[src/rtl/rgb_sram_reader.sv]
// rgb_sram_reader
// Streams one frame of packed RGB pixels out of an SRAM with a two-cycle read
// latency. Every pixel pair takes three 16-bit words at A, A+1 and A+2:
//   word0 = {R0, G0}, word1 = {B0, R1}, word2 = {G1, B1}
// Each pair is fetched and then handed out as two pixels over a valid/ready
// handshake. Pixel_X advances on every accepted pixel, so ROW_PIXELS is
// assumed to be even and a pair never straddles two rows.
//
// Ports
//   Clock           rising-edge system clock
//   Resetn          synchronous active-low reset
//   Start           one-cycle request to stream a frame, honoured only when idle
//   SRAM_address    read address presented to the SRAM
//   SRAM_read_data  SRAM data, valid two cycles after its address
//   SRAM_we_n       SRAM write enable (active-low), held inactive
//   Pixel_valid     current pixel is available
//   Pixel_ready     consumer accepts the pixel when high together with Pixel_valid
//   Pixel_R/G/B     colour of the current pixel
//   Pixel_X/Y       column / row of the current pixel
//   Busy            high whenever a frame is in progress
//   Frame_done      one-cycle pulse after the last pixel is accepted
module rgb_sram_reader #(
    parameter logic [17:0] RGB_BASE   = 18'd146944,
    parameter int          ROW_PIXELS = 320,
    parameter int          ROWS       = 240
) (
    input  logic        Clock,
    input  logic        Resetn,
    input  logic        Start,
    output logic [17:0] SRAM_address,
    input  logic [15:0] SRAM_read_data,
    output logic        SRAM_we_n,
    output logic        Pixel_valid,
    input  logic        Pixel_ready,
    output logic [7:0]  Pixel_R,
    output logic [7:0]  Pixel_G,
    output logic [7:0]  Pixel_B,
    output logic [8:0]  Pixel_X,
    output logic [7:0]  Pixel_Y,
    output logic        Busy,
    output logic        Frame_done
);

    localparam int                PAIRS     = ROW_PIXELS * ROWS / 2;
    localparam int                PAIR_W    = (PAIRS > 1) ? $clog2(PAIRS) : 1;
    localparam logic [PAIR_W-1:0] LAST_PAIR = PAIR_W'(PAIRS - 1);
    localparam logic [8:0]        LAST_COL  = 9'(ROW_PIXELS - 1);
    localparam logic [7:0]        LAST_ROW  = 8'(ROWS - 1);

    typedef enum logic [3:0] {
        S_IDLE,
        S_RD0,
        S_RD1,
        S_RD2,
        S_CAP1,
        S_CAP2,
        S_EMIT_EVEN,
        S_EMIT_ODD,
        S_DONE
    } state_t;

    state_t            state;
    state_t            next_state;
    logic [PAIR_W-1:0] pair_count;
    logic [15:0]       word0;
    logic [15:0]       word1;
    logic [15:0]       word2;

    // The block never writes to the SRAM.
    assign SRAM_we_n = 1'b1;

    // State register.
    always_ff @(posedge Clock) begin
        if (!Resetn) begin
            state <= S_IDLE;
        end else begin
            state <= next_state;
        end
    end

    // Next-state and status outputs. Any unused encoding falls back to idle.
    always_comb begin
        next_state  = state;
        Pixel_valid = 1'b0;
        Busy        = (state != S_IDLE);
        Frame_done  = 1'b0;
        case (state)
            S_IDLE:      if (Start) next_state = S_RD0;
            S_RD0:       next_state = S_RD1;
            S_RD1:       next_state = S_RD2;
            S_RD2:       next_state = S_CAP1;
            S_CAP1:      next_state = S_CAP2;
            S_CAP2:      next_state = S_EMIT_EVEN;
            S_EMIT_EVEN: begin
                Pixel_valid = 1'b1;
                if (Pixel_ready) next_state = S_EMIT_ODD;
            end
            S_EMIT_ODD: begin
                Pixel_valid = 1'b1;
                if (Pixel_ready) begin
                    next_state = (pair_count < LAST_PAIR) ? S_RD0 : S_DONE;
                end
            end
            S_DONE: begin
                Frame_done = 1'b1;
                next_state = S_IDLE;
            end
            default:     next_state = S_IDLE;
        endcase
    end

    // Address generation, word capture and pixel registers. The address moves
    // ahead during RD0/RD1 and stays on A+2 until the pair is released, so the
    // last pair leaves it on the final word instead of stepping past it.
    // Data returns two cycles after its address, so word0 arrives while in
    // RD2, word1 in CAP1 and word2 in CAP2.
    always_ff @(posedge Clock) begin
        if (!Resetn) begin
            SRAM_address <= '0;
            pair_count   <= '0;
            word0        <= '0;
            word1        <= '0;
            word2        <= '0;
            Pixel_R      <= '0;
            Pixel_G      <= '0;
            Pixel_B      <= '0;
            Pixel_X      <= '0;
            Pixel_Y      <= '0;
        end else begin
            case (state)
                S_IDLE: begin
                    if (Start) begin
                        SRAM_address <= RGB_BASE;
                        pair_count   <= '0;
                        Pixel_X      <= '0;
                        Pixel_Y      <= '0;
                    end
                end
                S_RD0, S_RD1: SRAM_address <= SRAM_address + 18'd1;
                S_RD2:        word0 <= SRAM_read_data;
                S_CAP1:       word1 <= SRAM_read_data;
                S_CAP2: begin
                    word2   <= SRAM_read_data;
                    Pixel_R <= word0[15:8];
                    Pixel_G <= word0[7:0];
                    Pixel_B <= word1[15:8];
                end
                S_EMIT_EVEN: begin
                    if (Pixel_ready) begin
                        Pixel_R <= word1[7:0];
                        Pixel_G <= word2[15:8];
                        Pixel_B <= word2[7:0];
                        Pixel_X <= Pixel_X + 9'd1;
                    end
                end
                S_EMIT_ODD: begin
                    if (Pixel_ready) begin
                        if (Pixel_X == LAST_COL) begin
                            Pixel_X <= '0;
                            Pixel_Y <= (Pixel_Y == LAST_ROW) ? 8'd0 : Pixel_Y + 8'd1;
                        end else begin
                            Pixel_X <= Pixel_X + 9'd1;
                        end
                        if (pair_count < LAST_PAIR) begin
                            pair_count   <= pair_count + PAIR_W'(1);
                            SRAM_address <= SRAM_address + 18'd1;
                        end
                    end
                end
                default: ;
            endcase
        end
    end

endmodule

[config.mk]
export PLATFORM = sky130hd
export DESIGN_NAME = rgb_sram_reader
export DESIGN_NICKNAME = d
export VERILOG_FILES = /design/src/rtl/rgb_sram_reader.sv
export SDC_FILE = /design/constraint.sdc
export NUM_CORES = 1
export LEC_CHECK = 0
export ABC_AREA = 0
export CORE_ASPECT_RATIO = 0.5
export CORE_MARGIN = 5
export CORE_UTILIZATION = 24
export DETAILED_ROUTE_END_ITERATION = 12
export PLACE_DENSITY_LB_ADDON = 0.25
export REMOVE_ABC_BUFFERS = 1
export SYNTH_ARGS = -nofsm -noshare
export SYNTH_HDL_FRONTEND = slang
export SYNTH_SLANG_ARGS = --single-unit
[constraint.sdc]
create_clock -name Clock -period 4.9 [get_ports Clock]
set_clock_uncertainty 0.05 [all_clocks]
set_input_delay 0.735 -clock Clock [delete_from_list [all_inputs] [get_ports Clock]]
set_output_delay 0.735 -clock Clock [all_outputs]
set_load 0.005 [all_outputs]
==> results.txt <==
Finished Core Util -> 31.9%
setup TNS -> 0 ns
hold slack final -> 0.402 ns
final hold viol count -> 0
Layout area overhead -> 29.5%
final antenna-violating net count -> 0
Most used DFF post-synth -> dfxtp_1
DRC -> 0
Total Power -> 2.64 mW
final worst path period need -> 3.09 ns
final WL -> 16.1 mm
Sinks on Clock Net -> 127
Worst-Margin Slew -> 0.902 ns
CP Cell Sequence -> nor2b_1, and3b_1, a21o_1, buf_4, nor2_1, a211oi_1
Die Ht -> 119 um
status -> complete, no violations
top cell type's share of synthesized area -> 44.7%
DR vias -> 5112
# hold bufs at CTS -> 0
grt ovf -> 0
Sw Share -> 24.6%
htree depth -> 4
Cell Pwr Density -> 359 nW/um^2
final net count -> 782
Post-Layout Inst Area -> 7360 um^2
Die Area -> 27100 um^2
Worst-Skew Late Latency -> 0.42 ns
worst r2r src -> state[2]$_SDFFE_PN0P_
Final GP Congestion -> 0.771
ys async rst share -> 0%
largest cells by area after synthesis -> dfxtp_1 45%, nand2_1 8.9%, a21oi_1 6.3%, mux2i_1 4.8%, nor2_1 3.5%
CTS root buf -> clkbuf_16
GR Util All Layers -> 12.1%
Net Sw Power -> 0.649 mW
crit path from -> state[2]$_SDFFE_PN0P_
VDD IR max -> 0.000240 V
share of cells above drive strength 1 -> 6.61%
Static Leak -> 2.33 nW
Worst slew margin -> 39.8%
P_int -> 1.99 mW
wire per inst -> 14.9 um
post-synth cell types -> 61
vias per cell -> 4.74
router iterations before antenna repair -> 4
Reg2Reg Depth -> 6
post-CTS sizing -> 0
cell taking the most area after synthesis -> dfxtp_1
Post-DP Area -> 6750 um^2
Seq pwr share -> 41.4%
Post-Syn Area -> 5690 um^2
Core Area -> 23100 um^2
critical path class -> reg -> reg
global-route wire length before repair -> 26.3 mm
Initial Util -> 24.6%
Clock transition at path regs -> 0.06 ns
crit path to -> Pixel_B[0]$_SDFFE_PN0P_
CTS tree -> built
Max Cap Violations -> 0
Synth Warn # -> 0
vias in the first global route -> 4963
number of synthesized register bits -> 127
Logic pwr share -> 8.8%
final worst-path cycle share -> 63.1%
commonest non-fill, non-tap cells in the layout -> 135 x nand2_1, 127 x dfxtp_1, 81 x clkdlybuf4s50_1
Longest Clk Path Bufs -> 2
capturing point of the worst reg2reg path -> Pixel_B[0]$_SDFFE_PN0P_
IO Pins -> 83
Post-Syn Instances -> 693
total setup buffers inserted after CTS -> 0
R2R Setup Slk -> 1.81 ns
CP endpoint kind -> flip-flop
clock network power share -> 49.7%
Fmax -> 0.323 GHz
commonest non-fill, non-tap cell in the layout -> nand2_1
Die Width -> 228 um
Max FO, Critical Path -> 28
antenna violations before repair -> 0
dpl hpwl -> 10.7 mm
slowest cell on the critical path -> dfxtp_1
Critical Path Max Stage Delay -> 0.68 ns
RSZ-0062 raised after global routing -> false
final setup violation count -> 0
number of synthesized flops with an enable pin -> 0
max-slew violation count -> 0
WP data required -> 5.18 ns
Worst EP arrival -> 3.37 ns
DRT iter0 DRCs -> 383
pin count of the biggest net entering global routing -> 74
diode count -> 0
buffers added on ports -> 81
Syn Area/Cell -> 8.21 um^2
Hold Path Class -> reg -> reg
CTS Buf Count -> 17
startpoint types -> flip-flop
num rows -> 39
register area share after synthesis -> 44.7%
power groups by stage:
| stage | clock [mW] | sequential, mW | combinational (mW) |
|---|---|---|---|
| detailed placement | 0 | 1.12 | 0.236 |
| global placement | 0 | 1.12 | 0.234 |
| global route | 1.40 | 1.10 | 0.260 |
| CTS | 1.35 | 1.09 | 0.237 |
| floorplan | 0 | 1.11 | 0.127 |
| finish | 1.31 | 1.09 | 0.233 |
synth_stat cells, types with 3 or more instances:
master and number:
nand2_1 135, dfxtp_1 127, a21oi_1 72, nor2_1 53, mux2i_1 27, a211oi_1 25
clkbuf_1 25, nand3_1 24, nand4_1 21, inv_1 14, nor3_1 14, or4_1 13
o21ai_0 12, buf_2 11, nor4_1 9, o31ai_1 9, or3_1 8, xor2_1 8
o211ai_1 7, a31oi_1 6, xnor2_1 5, and2_1 4, and4_1 4, ha_1 4
nand2b_1 4, a21o_1 3, and3_1 3, o22ai_1 3, o311ai_0 3
logic make-up (layout without fill, tap and decap cells):
family / Yosys count / in the layout / share of synthesized area, %
simple gates: 309 / 309 / 26.1
other cells: 1 / 1 / 0.0659
compound gates: 158 / 158 / 17.5
mux: 27 / 27 / 4.75
flops: 127 / 127 / 44.7
fa+ha+maj: 4 / 4 / 0.880
xor+xnor: 13 / 13 / 2.00
buf+inv: 54 / 132 / 4.03
layer usage:
layer	vias up	global-route usage (%)	share of wire, %	routed length [um]
li1	2626	-	-	-
met4	0	3.55	0.73	117
met1	2413	15.7	48	7760
met2	66	19.7	48	7650
met3	7	3.22	3.4	547
met5	-	0	0	0
area by class of cell:
| class | instances | area, um^2 |
|---|---|---|
| Clock buffer | 22 | 474 |
| Multi-Input combinational cell | 512 | 2930 |
| Timing Repair Buffer | 86 | 848 |
| Inverter | 14 | 52.6 |
| Tap cell | 307 | 384 |
| Clock inverter | 10 | 135 |
| Sequential cell | 127 | 2540 |
| Fill cell | 2430 | 15700 |
how the worst min path moves through the flow:
stage	end	cells past startpoint	start	slack [ns]
after floorplan	word0[0]$_SDFFE_PN0P_	2	word0[0]$_SDFFE_PN0P_	0.39
after global placement	word1[14]$_SDFFE_PN0N_	2	word1[14]$_SDFFE_PN0N_	0.39
after detailed placement	word0[12]$_SDFFE_PN0P_	2	word0[12]$_SDFFE_PN0P_	0.40
after CTS	word0[6]$_SDFFE_PN0P_	2	word0[6]$_SDFFE_PN0P_	0.40
after global routing	word2[5]$_SDFFE_PN0P_	2	word2[5]$_SDFFE_PN0P_	0.42
final	word0[12]$_SDFFE_PN0P_	2	word0[12]$_SDFFE_PN0P_	0.40
registers in the layout, summed over array words and instances, names as in the netlist:
register / cells
Pixel_G: 8
word2: 16
SRAM_address: 18
Pixel_X: 9
word0: 16
word1: 16
pair_count: 16
state: 4
Pixel_B: 8
Pixel_R: 8
Pixel_Y: 8
critical path, delay by kind of cell (launching register included):
| kind | cells | cell delay, ns |
|---|---|---|
| AND/OR/NAND/NOR | 3 | 1.07 |
| AO/OA/AOI/OAI | 2 | 0.79 |
| buffers and inverters | 1 | 0.39 |
| flip-flops | 1 | 0.68 |
per-stage QoR:
stage	instances	setup slack (ns)
3_3_place_gp	1046	1.78
5_1_grt	1078	1.47
6_report	1078	1.81
3_5_place_dp	1046	1.72
4_1_cts	1078	1.77
2_1_floorplan	653	1.82
(Power assumes the default switching activity.)
